[config.mk]
export PLATFORM = sky130hd
export DESIGN_NAME = tile_game_ctrl_flat
export DESIGN_NICKNAME = d
export VERILOG_FILES = /design/src/rtl/tile_game_if.sv /design/src/rtl/tile_game_ctrl.sv /design/src/flat_wrapper.sv
export SDC_FILE = /design/constraint.sdc
export NUM_CORES = 1
export LEC_CHECK = 0
export BUFFER_PORTS_ARGS = -buffer_cell sky130_fd_sc_hd__buf_2
export CORE_ASPECT_RATIO = 0.7
export CORE_MARGIN = 2
export CORE_UTILIZATION = 48
export CTS_CLUSTER_DIAMETER = 30
export DETAILED_ROUTE_END_ITERATION = 6
export GPL_ROUTABILITY_DRIVEN = 0
export PLACE_DENSITY = 0.69
export SYNTH_ARGS = -nofsm -noshare
export SYNTH_HDL_FRONTEND = slang
export SYNTH_SLANG_ARGS = --single-unit
[constraint.sdc]
create_clock -name CLOCK_50 -period 3.2 [get_ports CLOCK_50]
set_input_delay 0.16 -clock CLOCK_50 [delete_from_list [all_inputs] [get_ports CLOCK_50]]
set_output_delay 0.16 -clock CLOCK_50 [all_outputs]
set_load 0.05 [all_outputs]
[src/rtl/tile_game_if.sv]
// Game-controller bus: start/keystroke inputs, tile ROM port, and score/status outputs.
// master = the round sequencer, slave = its surroundings (PS/2 decoder, ROM, VGA/LEDs).
interface tile_game_if;
  logic       start;
  logic       key_valid;
  logic [7:0] key_code;
  logic [6:0] song_addr;
  logic [7:0] song_data;
  logic [7:0] expected;
  logic [1:0] state;
  logic [9:0] score;
  logic [1:0] lives;
  logic       hit_pulse;
  logic       miss_pulse;
  logic       won;

  modport master (
    input  start, key_valid, key_code, song_data,
    output song_addr, expected, state, score, lives, hit_pulse, miss_pulse, won
  );

  modport slave (
    output start, key_valid, key_code, song_data,
    input  song_addr, expected, state, score, lives, hit_pulse, miss_pulse, won
  );
endinterface

[src/rtl/tile_game_ctrl.sv]
// One round of piano tiles: beat-stepped tile ROM, one scoring window per tile,
// keystroke judging, score and lives bookkeeping.
module tile_game_ctrl #(
  parameter int unsigned TICK_CYCLES     = 16_666_666,
  parameter int unsigned SONG_LEN        = 76,
  parameter int unsigned LIVES_INIT      = 3,
  parameter int unsigned COUNTDOWN_BEATS = 3,
  parameter logic [7:0]  EMPTY           = 8'h05
) (
  input logic         CLOCK_50,
  input logic         reset,
  tile_game_if.master bus
);

  localparam int unsigned CW  = (TICK_CYCLES > 1) ? $clog2(TICK_CYCLES) : 1;
  localparam int unsigned CDW = $clog2(COUNTDOWN_BEATS + 1);

  typedef enum logic [1:0] {
    S_IDLE      = 2'd0,
    S_COUNTDOWN = 2'd1,
    S_PLAY      = 2'd2,
    S_OVER      = 2'd3
  } state_e;

  state_e         state_q, state_d;
  logic [CW-1:0]  cnt_q, cnt_d;
  logic [CDW-1:0] cd_q, cd_d;
  logic [6:0]     song_addr_q, song_addr_d;
  logic [7:0]     expected_q, expected_d;
  logic           answered_q, answered_d;
  logic [9:0]     score_q, score_d;
  logic [1:0]     lives_q, lives_d;
  logic           hit_q, hit_d;
  logic           miss_q, miss_d;

  logic running, beat, hit_now, key_miss, timeout, miss_now;

  assign running  = (state_q == S_COUNTDOWN) || (state_q == S_PLAY);
  assign beat     = running && (cnt_q == CW'(TICK_CYCLES - 1));
  // A key on the beat cycle is judged against the outgoing tile, so a hit there
  // also cancels that window's timeout.
  assign hit_now  = (state_q == S_PLAY) && bus.key_valid && !answered_q &&
                    (expected_q != EMPTY) && (bus.key_code == expected_q);
  assign key_miss = (state_q == S_PLAY) && bus.key_valid && !hit_now;
  assign timeout  = (state_q == S_PLAY) && beat && (expected_q != EMPTY) &&
                    !answered_q && !hit_now;
  assign miss_now = key_miss || timeout;

  always_comb begin
    // NOTE: every signal gets a default first so no path through the case infers a latch.
    state_d     = state_q;
    cnt_d       = running ? (beat ? '0 : cnt_q + 1'b1) : '0;
    cd_d        = cd_q;
    song_addr_d = song_addr_q;
    expected_d  = expected_q;
    answered_d  = answered_q;
    score_d     = score_q;
    lives_d     = lives_q;
    hit_d       = 1'b0;
    miss_d      = 1'b0;

    unique case (state_q)
      S_IDLE, S_OVER: begin
        if (bus.start) begin
          score_d     = '0;
          lives_d     = 2'(LIVES_INIT);
          song_addr_d = '0;
          expected_d  = EMPTY;
          answered_d  = 1'b0;
          cnt_d       = '0;
          cd_d        = '0;
          state_d     = S_COUNTDOWN;
        end
      end

      S_COUNTDOWN: begin
        if (beat) begin
          if (cd_q == CDW'(COUNTDOWN_BEATS - 1)) begin
            expected_d  = bus.song_data;
            song_addr_d = 7'd1;
            answered_d  = 1'b0;
            cd_d        = '0;
            state_d     = S_PLAY;
          end else begin
            cd_d = cd_q + 1'b1;
          end
        end
      end

      S_PLAY: begin
        if (hit_now) begin
          score_d    = (score_q == 10'd1023) ? score_q : score_q + 1'b1;
          answered_d = 1'b1;
          hit_d      = 1'b1;
        end
        if (miss_now) begin
          miss_d  = 1'b1;
          lives_d = (lives_q == 2'd0) ? 2'd0 : lives_q - 1'b1;
        end
        // Running out of lives ends the round ahead of any song advance.
        if (miss_now && (lives_q <= 2'd1)) begin
          state_d    = S_OVER;
          expected_d = EMPTY;
          cnt_d      = '0;
        end else if (beat) begin
          if (song_addr_q == 7'(SONG_LEN)) begin
            state_d    = S_OVER;
            expected_d = EMPTY;
            cnt_d      = '0;
          end else begin
            expected_d  = bus.song_data;
            song_addr_d = song_addr_q + 1'b1;
            answered_d  = 1'b0;
          end
        end
      end

      default: state_d = S_IDLE;
    endcase
  end

  // NOTE: state registers use non-blocking assignments so every flop samples pre-edge values.
  always_ff @(posedge CLOCK_50 or negedge reset) begin
    if (!reset) begin
      state_q     <= S_IDLE;
      cnt_q       <= '0;
      cd_q        <= '0;
      song_addr_q <= '0;
      expected_q  <= EMPTY;
      answered_q  <= 1'b0;
      score_q     <= '0;
      lives_q     <= 2'(LIVES_INIT);
      hit_q       <= 1'b0;
      miss_q      <= 1'b0;
    end else begin
      state_q     <= state_d;
      cnt_q       <= cnt_d;
      cd_q        <= cd_d;
      song_addr_q <= song_addr_d;
      expected_q  <= expected_d;
      answered_q  <= answered_d;
      score_q     <= score_d;
      lives_q     <= lives_d;
      hit_q       <= hit_d;
      miss_q      <= miss_d;
    end
  end

  assign bus.song_addr  = song_addr_q;
  assign bus.expected   = expected_q;
  assign bus.state      = state_q;
  assign bus.score      = score_q;
  assign bus.lives      = lives_q;
  assign bus.hit_pulse  = hit_q;
  assign bus.miss_pulse = miss_q;
  assign bus.won        = (state_q == S_OVER) && (lives_q != 2'd0);

endmodule

[src/flat_wrapper.sv]
// flat-port wrapper written by rule: the top's interface ports become plain ports
module tile_game_ctrl_flat 
#(
  parameter int unsigned TICK_CYCLES     = 16_666_666,
  parameter int unsigned SONG_LEN        = 76,
  parameter int unsigned LIVES_INIT      = 3,
  parameter int unsigned COUNTDOWN_BEATS = 3,
  parameter logic [7:0]  EMPTY           = 8'h05
)
  (CLOCK_50, reset, bus_start, bus_key_valid, bus_key_code, bus_song_data, bus_song_addr, bus_expected, bus_state, bus_score, bus_lives, bus_hit_pulse, bus_miss_pulse, bus_won);
  tile_game_if bus_i ();
  input logic CLOCK_50;
  input logic reset;
  input wire logic [$bits(bus_i.start)-1:0] bus_start;
  input wire logic [$bits(bus_i.key_valid)-1:0] bus_key_valid;
  input wire logic [$bits(bus_i.key_code)-1:0] bus_key_code;
  input wire logic [$bits(bus_i.song_data)-1:0] bus_song_data;
  output wire logic [$bits(bus_i.song_addr)-1:0] bus_song_addr;
  output wire logic [$bits(bus_i.expected)-1:0] bus_expected;
  output wire logic [$bits(bus_i.state)-1:0] bus_state;
  output wire logic [$bits(bus_i.score)-1:0] bus_score;
  output wire logic [$bits(bus_i.lives)-1:0] bus_lives;
  output wire logic [$bits(bus_i.hit_pulse)-1:0] bus_hit_pulse;
  output wire logic [$bits(bus_i.miss_pulse)-1:0] bus_miss_pulse;
  output wire logic [$bits(bus_i.won)-1:0] bus_won;
  assign bus_i.start = bus_start;
  assign bus_i.key_valid = bus_key_valid;
  assign bus_i.key_code = bus_key_code;
  assign bus_i.song_data = bus_song_data;
  assign bus_song_addr = bus_i.song_addr;
  assign bus_expected = bus_i.expected;
  assign bus_state = bus_i.state;
  assign bus_score = bus_i.score;
  assign bus_lives = bus_i.lives;
  assign bus_hit_pulse = bus_i.hit_pulse;
  assign bus_miss_pulse = bus_i.miss_pulse;
  assign bus_won = bus_i.won;
  tile_game_ctrl #(.TICK_CYCLES(TICK_CYCLES), .SONG_LEN(SONG_LEN), .LIVES_INIT(LIVES_INIT), .COUNTDOWN_BEATS(COUNTDOWN_BEATS), .EMPTY(EMPTY)) u_core (.CLOCK_50(CLOCK_50), .reset(reset), .bus(bus_i));
endmodule
After elaboration in Yosys (flattened, before gate mapping)
Index checks and enable logic that the tools add are counted.

Register bits after elaboration: 58. Input bits: 20. Output and inout port bits: 32. Logic and storage cells: 117.

Add/subtract/negate cells: 5. Magnitude comparators: 1. Equal/unequal tests: 20. Multiplexer cells: 52. Reduce and logical (&&, ||, !) cells: 29.

Operators with widths (count): $mux W24 (6); $mux W8 (6); $pmux W24 S2 (1); $mux W7 (6); $mux W10 (3); $add A24 B1 Y24 const B (1); $eq A24 B24 Y1 const B (1); $mux W2 (12); $pmux W8 S3 (1); $pmux W7 S3 (1); $pmux W10 S2 (1); $logic_and A1 B1 Y1 (12); $mux W1 (11); $add A10 B1 Y10 const B (1); $eq A10 B10 Y1 const B (1); $ne A2 B2 Y1 const B (5); $reduce_and A3 Y1 (3); $eq A8 B8 Y1 (1); $ne A2 B1 Y1 const B (4); $ne A8 B3 Y1 const B (1); $pmux W2 S2 (2); $reduce_and A4 Y1 (2); $add A7 B1 Y7 const B (1); $eq A7 B7 Y1 const B (1); 16 further kinds (23).

Longest topological paths before layout
Gate-level depths: netlist of the first run.

Depth after elaboration: 11. Mapped depth: 11. Depth with buffers taken out: 9.

Worst setup path after synthesis of the first run
OpenSTA, ideal clock, no wires.

Path kind: flip-flop to flip-flop. Start: reg u_core.state_q[0], in the netlist u_core.bus.state[0]. End: reg u_core.state_q[1], in the netlist u_core.bus.state[1]. Setup time: 80 ps. Data arrival time: 2906 ps. Data required time: 3120 ps. Path slack: 215 ps. Stages on the path, launching flop included: 9. Path buffers: 0. Period minus slack after synthesis: 2985 ps. Cells stage by stage: dfrtp_1 -> inv_1 -> ha_1 -> and4b_1 -> nand3_1 -> o31a_1 -> or3_1 -> a311oi_1 -> mux2i_1.

Cells in the longest elaborated chain, start to end: 11. Elaborated cells on any way between the ends: 27. Those cells by class: eq/ne: 8; mux: 2; reduce/logical: 17.

Ends and longest elaborated chain: from (decl) (RTL line tile_game_ctrl.sv:25) `state_e state_q, state_d;`; from (signal assigned) (RTL line tile_game_ctrl.sv:136) `state_q <= state_d;`; $eq A2 B2 Y1 / $eq A2 B1 Y1 (equally long branches); $logic_and A1 B1 Y1 / $logic_or A1 B1 Y1 (equally long branches) (RTL line tile_game_ctrl.sv:42, tile_game_ctrl.sv:44, tile_game_ctrl.sv:38); $logic_and A1 B1 Y1, on equally long branches (RTL line tile_game_ctrl.sv:42, tile_game_ctrl.sv:39); $logic_and A1 B1 Y1, on equally long branches (RTL line tile_game_ctrl.sv:42, tile_game_ctrl.sv:45); $logic_and A1 B1 Y1, on equally long branches (RTL line tile_game_ctrl.sv:43, tile_game_ctrl.sv:45); $logic_not A1 Y1 / $logic_and A1 B1 Y1 (equally long branches) (RTL line tile_game_ctrl.sv:44, tile_game_ctrl.sv:46, tile_game_ctrl.sv:45); $logic_and A1 B1 Y1, on equally long branches (RTL line tile_game_ctrl.sv:44, tile_game_ctrl.sv:46); $logic_or A1 B1 Y1 (RTL line tile_game_ctrl.sv:47) `assign miss_now = key_miss || timeout;`; $logic_and A1 B1 Y1 (RTL line tile_game_ctrl.sv:101) `if (miss_now && (lives_q <= 2'd1)) begin`; $ne A3 B3 Y1 (no line) (tied with other cells); $reduce_and A5 Y1 (no line) / $pmux W2 S3 (equally long branches).

Parallel ways exist; a longest one is shown, timed or not. A chain may end at the register's enable or synchronous reset.

Final worst setup path of the first run
Start: reg u_core.state_q[0], in the netlist u_core.bus.state[0]. End: reg u_core.song_addr_q[5], in the netlist u_core.bus.song_addr[5].

Cells in the longest elaborated chain, start to end: 11. Elaborated cells on any way between the ends: 27. Those cells by class: eq/ne: 9; mux: 1; reduce/logical: 17.

Ends and longest elaborated chain: $eq A2 B2 Y1 / $eq A2 B1 Y1 (equally long branches); $logic_and A1 B1 Y1 / $logic_or A1 B1 Y1 (equally long branches) (RTL line tile_game_ctrl.sv:42, tile_game_ctrl.sv:44, tile_game_ctrl.sv:38); $logic_and A1 B1 Y1, on equally long branches (RTL line tile_game_ctrl.sv:42, tile_game_ctrl.sv:39); $logic_and A1 B1 Y1, on equally long branches (RTL line tile_game_ctrl.sv:42, tile_game_ctrl.sv:45); $logic_and A1 B1 Y1, on equally long branches (RTL line tile_game_ctrl.sv:43, tile_game_ctrl.sv:45); $logic_not A1 Y1 / $logic_and A1 B1 Y1 (equally long branches) (RTL line tile_game_ctrl.sv:44, tile_game_ctrl.sv:46, tile_game_ctrl.sv:45); $logic_and A1 B1 Y1, on equally long branches (RTL line tile_game_ctrl.sv:44, tile_game_ctrl.sv:46); $logic_or A1 B1 Y1 (RTL line tile_game_ctrl.sv:47); $logic_and A1 B1 Y1 (RTL line tile_game_ctrl.sv:101); $ne A2 B2 Y1 (no line); $reduce_and A6 Y1 (no line); to (signal assigned) (RTL line tile_game_ctrl.sv:139) `song_addr_q <= song_addr_d;`; to (decl) (RTL line tile_game_ctrl.sv:28) `logic [6:0] song_addr_q, song_addr_d;`.

Parallel ways exist; a longest one is shown, timed or not.

==> results.toml, run 1 <==
[layout]
design.final.nets = 439
final_core_density = 0.576
diodes = 0
filler_cell_count = 615
layout-drive-gt1-share = 0.217
area_growth_syn_to_layout_pct = 16.7

[clocking]
numCtsBuffers = 9
clkLatencyLatePin_ns = 0.34
htree_num_levels = 3
clkSinkCount = 58
clkTransAtPathRegs_ns = 0.07
tritoncts = "done"
cts_root_buf = "sky130_fd_sc_hd__clkbuf_8"
clk_path_buf_depth = 2

[yosys]
synth-warning-count = 0
synth.cell_area_um2 = 3310
synth.area.top_cells = "sky130_fd_sc_hd__dfrtp_1 (41%), sky130_fd_sc_hd__nor2_1 (5.2%), sky130_fd_sc_hd__xnor2_1 (5.0%)"
yosys.area_share.xor_xnor = 0.0795
leading_area_contributor_after_synthesis = "sky130_fd_sc_hd__dfrtp_1"
synth.most_common_cell = "sky130_fd_sc_hd__dfrtp_1"
async_set_or_reset_register_ratio_after_synthesis = 1.00
synthAdderAreaFrac = 0.0341
post_synth_and_or_nand_nor_area_fraction = 0.237
synth_compound_area_frac = 0.136
synth.cells.most_frequent = "sky130_fd_sc_hd__dfrtp_1 (54), sky130_fd_sc_hd__nor2_1 (46), sky130_fd_sc_hd__nand2_1 (26)"
synth_seq_cells = 58
post_synth.cell_area_avg_um2 = 9.39
synth_nets = 381
dominantRegCellSynth = "sky130_fd_sc_hd__dfrtp_1"
post_synthesis_mux_area_share = 0.0288
synth-edff-count = 0
synth_top_area_share = 0.409
main_combinational_cell_family_by_area_after_synthesis = "simple AND/OR/NAND/NOR gates"
seq_total_area_yosys = 0.441
syn-instance-count = 352
yosysUniqueCellTypes = 51

[detailed_routing]
totalWireLength_mm = 7.30
dr.max_layer_used = "met4"
route.detailed.vias_per_inst = 5.48
drt_pass1_iterations = 4
drcViolationCount = 0
wl_met2_mm = 2.95
dr_wl_met3_um = 392
route.antenna.remaining_nets = 0
routed-via-count = 2782
post_drt_wl_per_cell_um = 14.4
detail_route.wirelength.met1_mm = 3.90
initialDrtViolationCount = 120

[timing]
grt_setup_unrepaired = "false"
hold_violation_count_in_the_final_report = 0
timing.final.crit_period_ns = 2.94
finalCritPeriodShare = 0.920
setup-tns-final_ns = 0
worst_pin_slew_ns = 0.925
max_slew_margin = 0.384
skew_ns = 0.0107
worst_slack_ns = 0.257
fmax_ghz = 0.340
finalSetupViolCount = 0
slew_violations = 0

[power_and_ir_drop]
power.density_cell_area_nw_per_um2 = 704
switching_power_uw = 1210
power_share_of_the_combinational_group = 0.448
p_int_uw = 1500
pwr-share-clk = 0.218
vdd.ir_drop.worst_v = 0.000708
seq_power_share = 0.334
p_leak_uw = 0.00175
power.switching_fraction = 0.447

[critical_path]
cp_data_arrival_time_ns = 3.17
critical_path.n_buffers_inverters = 1
critical-path-slowest-cell = "sky130_fd_sc_hd__o32a_1"
cp.required_ns = 3.42
worst-path-max-fanout = 13
end_kind = "flip-flop"
startpoint_class = "flip-flop"
crit_family = "compound AO/OA/AOI/OAI gates"
crit_chain = "inv_1 -> ha_1 -> nor2b_1 -> nand4bb_1 -> o32a_1 -> nand3b_1 -> o31a_1 -> a21o_1"
timing_worst_setup_path_type = "reg -> reg"
cpPeakStageDelay_ns = 0.46

[floorplanning]
boundaryPins = 52
rows = 25
fp.dieArea_um2 = 7580
die_height_um = 73.4
start_util = 0.494
horiz_die_dim_um = 103
core_region_area_um2 = 6690

[global_route]
grt_antenna_before_repair = 0
grt_pass1_wl_mm = 12.4
grt_start_max_net_pins = 43
globalRouteTotalUtil = 0.216
grt_overflow = 0
grt_pass1_vias = 2483

[place]
hpwlAfterDp_mm = 5.29
pre_cts_slack_ns = 0.338
numPortBuffers = 51

[worst_hold_path]
min-delay-path-class = "in -> reg"

[run]
max_cap_viol = 0

[outcome]
run_status = "complete, no violations"
## what timing repair did
item	4_1_cts	5_1_grt
gates resized for setup	0	0
hold buffers	1	0
setup buffers	0	0
hold endpoints to repair	37	0
## worst register-to-register path, cell delays in order, from the launching register on
cell and delay, ns:
sky130_fd_sc_hd__dfrtp_1 0.44, sky130_fd_sc_hd__inv_1 0.09, sky130_fd_sc_hd__ha_1 0.40, sky130_fd_sc_hd__nor2b_1 0.24, sky130_fd_sc_hd__nand4bb_1 0.20, sky130_fd_sc_hd__o32a_1 0.46
sky130_fd_sc_hd__nand3b_1 0.46, sky130_fd_sc_hd__o31a_1 0.39, sky130_fd_sc_hd__a21o_1 0.15
## registers in the layout, summed over array words and instances (netlist names)
register	cells
u_core.answered_q	1
u_core.bus.expected	8
u_core.bus.hit_pulse	1
u_core.bus.lives	2
u_core.bus.miss_pulse	1
u_core.bus.score	10
u_core.bus.song_addr	7
u_core.bus.state	2
u_core.cd_q	2
u_core.cnt_q	24
## cells in the final DEF (no fill, tap or decap), types with 6 or more instances in the layout
| cell type | netlist | final |
|---|---|---|
| sky130_fd_sc_hd__xor2_1 | 11 | 11 |
| sky130_fd_sc_hd__and3_1 | 6 | 6 |
| sky130_fd_sc_hd__clkbuf_8 | 0 | 11 |
| sky130_fd_sc_hd__nand3_1 | 16 | 16 |
| sky130_fd_sc_hd__o41ai_1 | 8 | 8 |
| sky130_fd_sc_hd__nand2_1 | 26 | 26 |
| sky130_fd_sc_hd__nor2_1 | 46 | 46 |
| sky130_fd_sc_hd__dfrtp_1 | 54 | 54 |
| sky130_fd_sc_hd__ha_1 | 9 | 9 |
| sky130_fd_sc_hd__buf_4 | 0 | 7 |
| sky130_fd_sc_hd__nor3_1 | 10 | 10 |
| sky130_fd_sc_hd__buf_2 | 0 | 51 |
| sky130_fd_sc_hd__xnor2_1 | 19 | 19 |
| sky130_fd_sc_hd__inv_1 | 20 | 20 |
| sky130_fd_sc_hd__nand4_1 | 7 | 7 |
| sky130_fd_sc_hd__o31ai_1 | 9 | 9 |
| sky130_fd_sc_hd__o21ai_0 | 21 | 21 |
## path summary, 6_finish.rpt
check                                                      endpoint  depth (start not counted)  slack [ns]                                 from
worst max-delay path            u_core.bus.song_addr[5]$_DFFE_PN0P_                          8        0.26      u_core.bus.state[0]$_DFFE_PN0P_
max in group asynchronous       u_core.bus.song_addr[3]$_DFFE_PN0P_                          3        1.90                                reset
min in group asynchronous                 u_core.cnt_q[2]$_DFF_PN0_                          2        0.50                                reset
worst max register to register  u_core.bus.song_addr[5]$_DFFE_PN0P_                          8        0.26      u_core.bus.state[0]$_DFFE_PN0P_
worst min-delay path             u_core.bus.expected[6]$_DFFE_PN0P_                          3        0.06                     bus_song_data[6]
worst min register to register  u_core.bus.song_addr[6]$_DFFE_PN0P_                          1        0.53  u_core.bus.song_addr[6]$_DFFE_PN0P_
## power by group through the flow
| stage | combinational, uW | sequential, uW | clock (uW) |
|---|---|---|---|
| 2_1_floorplan | 704 | 1100 | 0 |
| 3_3_place_gp | 1190 | 911 | 0 |
| 3_5_place_dp | 1210 | 916 | 0 |
| 4_1_cts | 1210 | 904 | 613 |
| 5_1_grt | 1340 | 916 | 648 |
| 6_report | 1220 | 907 | 593 |
## cell type report
type	instances	area [um2]	share of cell area
inverters	21	91.3	0.0237
flip-flops and latches	58	1460	0.378
clock inverters	3	15.0	0.00389
well taps	94	118	0.0305
multi-input cells	261	1700	0.442
repair buffers	59	318	0.0824
clock buffers	12	155	0.0402
## per-layer routing
metal,vias to the layer above,global-route usage
met5,-,0
met4,0,0.0614
met3,6,0.0609
met2,75,0.281
met1,1327,0.344
li1,1374,-
## metrics by stage
step	hold slack, ns	cells	area [um2]	power (uW)
global placement	0.349	492	3680	2110
CTS	0.0413	508	3860	2730
detailed placement	0.352	492	3680	2120
global route	0.0601	508	3860	2910
floorplan	-0.136	352	3310	1800
finish	0.0578	508	3860	2720
## cell families (layout without fill, tap and decap cells)
kind of cell             count (synthesis)  count (layout)
AND/OR/NAND/NOR                        150             150
AO/OA/AOI/OAI                           63              63
flip-flops                              58              58
buffers and inverters                   33              95
XOR/XNOR                                30              30
adder cells (fa/ha/maj)                  9               9
multiplexers                             9               9
Note: power is estimated with default switching activity, not from simulation.
==> inputs of run 2 (changes only) <==
- CORE_ASPECT_RATIO: 0.7 -> not set
- RECOVER_POWER: not set -> 100
==> results.toml, run 2 (same netlist as run 1, synthesis figures left out) <==
[outcome]
run_status = "complete, no violations"

[global_route]
grt_start_max_net_pins = 59
grt_antenna_before_repair = 0
grt_overflow = 0
grt_pass1_vias = 2620
grt_pass1_wl_mm = 12.1
globalRouteTotalUtil = 0.205

[clocking]
clkTransAtPathRegs_ns = 0.06
clk_path_buf_depth = 2
clkSinkCount = 58
cts_setup_buffers = 0
htree_num_levels = 3
tritoncts = "done"
cts_root_buf = "sky130_fd_sc_hd__clkbuf_8"
clkLatencyLatePin_ns = 0.33
numCtsBuffers = 9

[critical_path]
end_kind = "flip-flop"
rrSetupSlack_ns = 0.24
worst_setup_path_endpoint = "u_core.bus.song_addr[5]$_DFFE_PN0P_"
cp-startpoint = "u_core.bus.state[0]$_DFFE_PN0P_"
startpoint_class = "flip-flop"
critical-path-slowest-cell = "sky130_fd_sc_hd__dfrtp_1"
cell_depth_of_the_worst_flop_to_flop_path = 9
cp_data_arrival_time_ns = 3.18
cpPeakStageDelay_ns = 0.42
crit_chain = "inv_1 -> ha_1 -> clkbuf_2 -> nor2b_1 -> nand4bb_1 -> o32a_1 -> nand3b_1 -> o31a_1 -> a21o_1"
r2r_start = "u_core.bus.state[0]$_DFFE_PN0P_"
worst-path-max-fanout = 15
timing_worst_setup_path_type = "reg -> reg"
cp.required_ns = 3.42
critical_path.reg2reg.endpoint = "u_core.bus.song_addr[5]$_DFFE_PN0P_"

[detailed_routing]
drcViolationCount = 0
totalWireLength_mm = 7.23
post_drt_wl_per_cell_um = 14.7
route.detailed.vias_per_inst = 5.58
routed-via-count = 2740
initialDrtViolationCount = 120
route.antenna.remaining_nets = 0
drt_pass1_iterations = 4

[layout]
final_common_cell = "sky130_fd_sc_hd__dfrtp_1"
filler_cell_count = 633
layout.cells.most_common_list = "sky130_fd_sc_hd__dfrtp_1 (54), sky130_fd_sc_hd__nor2_1 (46), sky130_fd_sc_hd__clkbuf_1 (35)"
area_growth_syn_to_layout_pct = 14.2
layout-drive-gt1-share = 0.131
largest_reg_flops = 24
max_flop_register = "u_core.cnt_q"
diodes = 0
design.final.nets = 438

[floorplanning]
rows = 30
fp.dieArea_um2 = 7570
boundaryPins = 52
start_util = 0.492
core_region_area_um2 = 6720
die_height_um = 87.0
horiz_die_dim_um = 87.0

[timing]
slew_violations = 0
finalCritPeriodShare = 0.926
worst_pin_slew_ns = 1.40
hold_violation_count_in_the_final_report = 0
fmax_ghz = 0.337
finalSetupViolCount = 0
max_slew_margin = 0.0652
timing.final.crit_period_ns = 2.96
skew_ns = 0.00589
grt_setup_unrepaired = "false"
worst_slack_ns = 0.236
setup-tns-final_ns = 0

[run]
max_cap_viol = 0

[power_and_ir_drop]
power.density_cell_area_nw_per_um2 = 703
fin_total_pwr_uw = 2650
p_leak_uw = 0.00161
vdd.ir_drop.worst_v = 0.000408

[worst_hold_path]
min-delay-path-class = "in -> reg"

[place]
hpwlAfterDp_mm = 5.21
pre_cts_slack_ns = 0.268
numPortBuffers = 51
-- run 2: report_power, final --
group / total [uW] / switching [uW] / internal [uW]
combinational: 1180 / 846 / 335
sequential: 906 / 86.3 / 820
clock: 565 / 254 / 311
-- run 2: layer usage --
layer	vias to the layer above	track usage	routed length, um
li1	1367	-	-
met1	1309	0.261	3310
met2	57	0.332	3460
met3	7	0.0569	357
met4	0	0.0753	106
met5	-	0	0
-- run 2: worst max-delay path: cells and delay by family, from the launching register on --
family / cells / cell delay [ns]
flip-flops: 1 / 0.42
buffers and inverters: 2 / 0.36
AND/OR/NAND/NOR: 3 / 0.85
AO/OA/AOI/OAI: 3 / 0.91
adder cells (fa/ha/maj): 1 / 0.33
-- run 2: worst min path at each step --
stage / from / to / cells past startpoint
2_1_floorplan: reset / u_core.answered_q$_DFFE_PN0P_ / 0
3_3_place_gp: reset / u_core.bus.song_addr[3]$_DFFE_PN0P_ / 2
3_5_place_dp: reset / u_core.bus.song_addr[3]$_DFFE_PN0P_ / 2
4_1_cts: bus_song_data[6] / u_core.bus.expected[6]$_DFFE_PN0P_ / 3
5_1_grt: bus_song_data[3] / u_core.bus.expected[3]$_DFFE_PN0P_ / 3
6_report: bus_song_data[6] / u_core.bus.expected[6]$_DFFE_PN0P_ / 3
-- run 2: timing repair --
item	in CTS	in global routing
resized for setup	0	1
hold endpoints to repair	38	0
hold buffers	1	0
setup endpoints to repair	0	1
-- run 2: per-stage QoR --
stage / util / hold WS (ns) / instances / instance area (um2)
detailed placement: 0.544 / 0.349 / 477 / 3650
global placement: 0.544 / 0.351 / 477 / 3650
CTS: 0.569 / 0.0591 / 491 / 3820
floorplan: - / -0.136 / 352 / 3310
finish: 0.562 / 0.0722 / 491 / 3770
global route: 0.562 / 0.0759 / 491 / 3770
-- run 2: layout make-up --
cell class	instances	area (um2)	area share
tap	80	100	0.0265
sequential	58	1460	0.386
inverter	21	91.3	0.0242
timing repair buffer	58	262	0.0693
clock buffer	13	159	0.0421
multi-input combinational	261	1710	0.452
==> inputs of run 3 (changes only) <==
- CORE_UTILIZATION: 48 -> 55
- PLACE_DENSITY: 0.69 -> 0.78
==> results.toml, run 3 (same netlist as run 1, synthesis figures left out) <==
[outcome]
run_status = "complete, but fails checks"
failing_checks = "max-capacitance violations, max-slew violations"

[critical_path]
worst-path-max-fanout = 11
critical-path-slowest-cell = "sky130_fd_sc_hd__nor3_2"
cp_data_arrival_time_ns = 3.23
cpPeakStageDelay_ns = 0.55
timing_worst_setup_path_type = "reg -> reg"
end_kind = "flip-flop"
cp.required_ns = 3.43
crit_chain = "inv_1 -> ha_1 -> and4b_1 -> nand3_1 -> o31a_1 -> clkbuf_1 -> nor3_2 -> nor2_1 -> a21o_1"
startpoint_class = "flip-flop"

[detailed_routing]
drcViolationCount = 0
wl_met2_mm = 3.63
route.detailed.vias_per_inst = 5.88
dr_wl_met3_um = 445
post_drt_wl_per_cell_um = 15.5
dr.max_layer_used = "met4"
routed-via-count = 2883
initialDrtViolationCount = 262
route.antenna.remaining_nets = 0
totalWireLength_mm = 7.58
drt_pass1_iterations = 5
detail_route.wirelength.met1_mm = 3.31

[run]
max_cap_viol = 1

[clocking]
cts_setup_buffers = 0
ctsHoldBuffers = 0
clkSinkCount = 58
clkLatencyLatePin_ns = 0.34
cts_repair_resize_count = 0
tritoncts = "done"
clk_path_buf_depth = 2
htree_num_levels = 3
numCtsBuffers = 9
clkTransAtPathRegs_ns = 0.06
cts_root_buf = "sky130_fd_sc_hd__clkbuf_8"

[layout]
area_growth_syn_to_layout_pct = 17.2
layout.cells.most_common_list = "sky130_fd_sc_hd__dfrtp_1 (54), sky130_fd_sc_hd__nor2_1 (46), sky130_fd_sc_hd__clkbuf_1 (37)"
max_flop_register = "u_core.cnt_q"
diodes = 0
layout-drive-gt1-share = 0.135
design.final.nets = 439
area.sequential_um2 = 1460
filler_cell_count = 503
final_common_cell = "sky130_fd_sc_hd__dfrtp_1"
layout.cell_area.non_filler_um2 = 3870
largest_reg_flops = 24
multi_input_comb_area_um2 = 1700
final_core_density = 0.662

[power_and_ir_drop]
vdd.ir_drop.worst_v = 0.000470
power.density_cell_area_nw_per_um2 = 783
p_leak_uw = 0.00166

[place]
dpl-instance-area_um2 = 3660
numPortBuffers = 51
hpwlAfterDp_mm = 5.27

[timing]
finalCritPeriodShare = 0.937
hold_violation_count_in_the_final_report = 0
setup-tns-final_ns = 0
skew_ns = 0.0121
max_slew_margin = -0.706
hold-worst-slack_ns = 0.0727
slew_violations = 50
worst_pin_slew_ns = 2.56
grt_setup_unrepaired = "false"
timing.final.crit_period_ns = 3.00
fmax_ghz = 0.334
finalSetupViolCount = 0

[floorplanning]
core_region_area_um2 = 5850
start_util = 0.565
boundaryPins = 52
horiz_die_dim_um = 81.5
fp.dieArea_um2 = 6650
die_height_um = 81.5
rows = 28

[global_route]
grt_pass1_vias = 2710
grt_antenna_before_repair = 0
grt_pass1_wl_mm = 12.4
grt_overflow = 0
grt_start_max_net_pins = 50
globalRouteTotalUtil = 0.245

[worst_hold_path]
min-delay-path-class = "in -> reg"
run 3: per-layer routing:
layer / GRT usage / vias to the layer above
li1: - / 1373
met1: 0.334 / 1390
met2: 0.372 / 100
met3: 0.0527 / 20
met4: 0.117 / 0
met5: 0 / -
run 3: worst max-delay path, delay by kind of cell, from the launching register on:
family                     cells  cell delay, ns
AOI/OAI and AO/OA              2            0.55
adders and majority gates      1            0.45
buffers and inverters          2            0.28
and+or+nand+nor                4            1.18
DFF                            1            0.43
run 3: power breakdown:
| part | total, uW | internal [uW] | switching [uW] |
|---|---|---|---|
| clock | 909 | 616 | 292 |
| combinational | 1220 | 356 | 863 |
| sequential | 904 | 819 | 85.0 |
| total | 3030 | 1790 | 1240 |
run 3: area by class of cell:
| type | instances | share of cell area |
|---|---|---|
| flip-flops and latches | 58 | 0.376 |
| inverters | 21 | 0.0236 |
| multi-input cells | 261 | 0.440 |
| clock inverters | 5 | 0.0323 |
| repair buffers | 59 | 0.0678 |
| clock buffers | 11 | 0.0365 |
| well taps | 75 | 0.0242 |
run 3: final timing paths:
kind / cells past startpoint / from / end / slack [ns]
worst max register to register: 9 / u_core.bus.state[0]$_DFFE_PN0P_ / u_core.bus.song_addr[5]$_DFFE_PN0P_ / 0.20
max in group asynchronous: 1 / reset / u_core.cnt_q[2]$_DFF_PN0_ / 1.13
worst min register to register: 1 / u_core.cd_q[0]$_DFFE_PN0P_ / u_core.cd_q[1]$_DFFE_PN0P_ / 0.53
min in group asynchronous: 1 / reset / u_core.bus.score[8]$_DFFE_PN0P_ / 0.61
worst min-delay path: 3 / bus_song_data[4] / u_core.bus.expected[4]$_DFFE_PN0P_ / 0.07
worst max-delay path: 9 / u_core.bus.state[0]$_DFFE_PN0P_ / u_core.bus.song_addr[5]$_DFFE_PN0P_ / 0.20
run 3: metrics by stage:
stage | setup slack [ns] | instances | power [uW]
after floorplan | 0.215 | 352 | 1800
after global placement | 0.295 | 474 | 2120
after detailed placement | 0.297 | 474 | 2140
after CTS | 0.280 | 490 | 3070
after global routing | 0.0284 | 490 | 3230
final | 0.203 | 490 | 3030
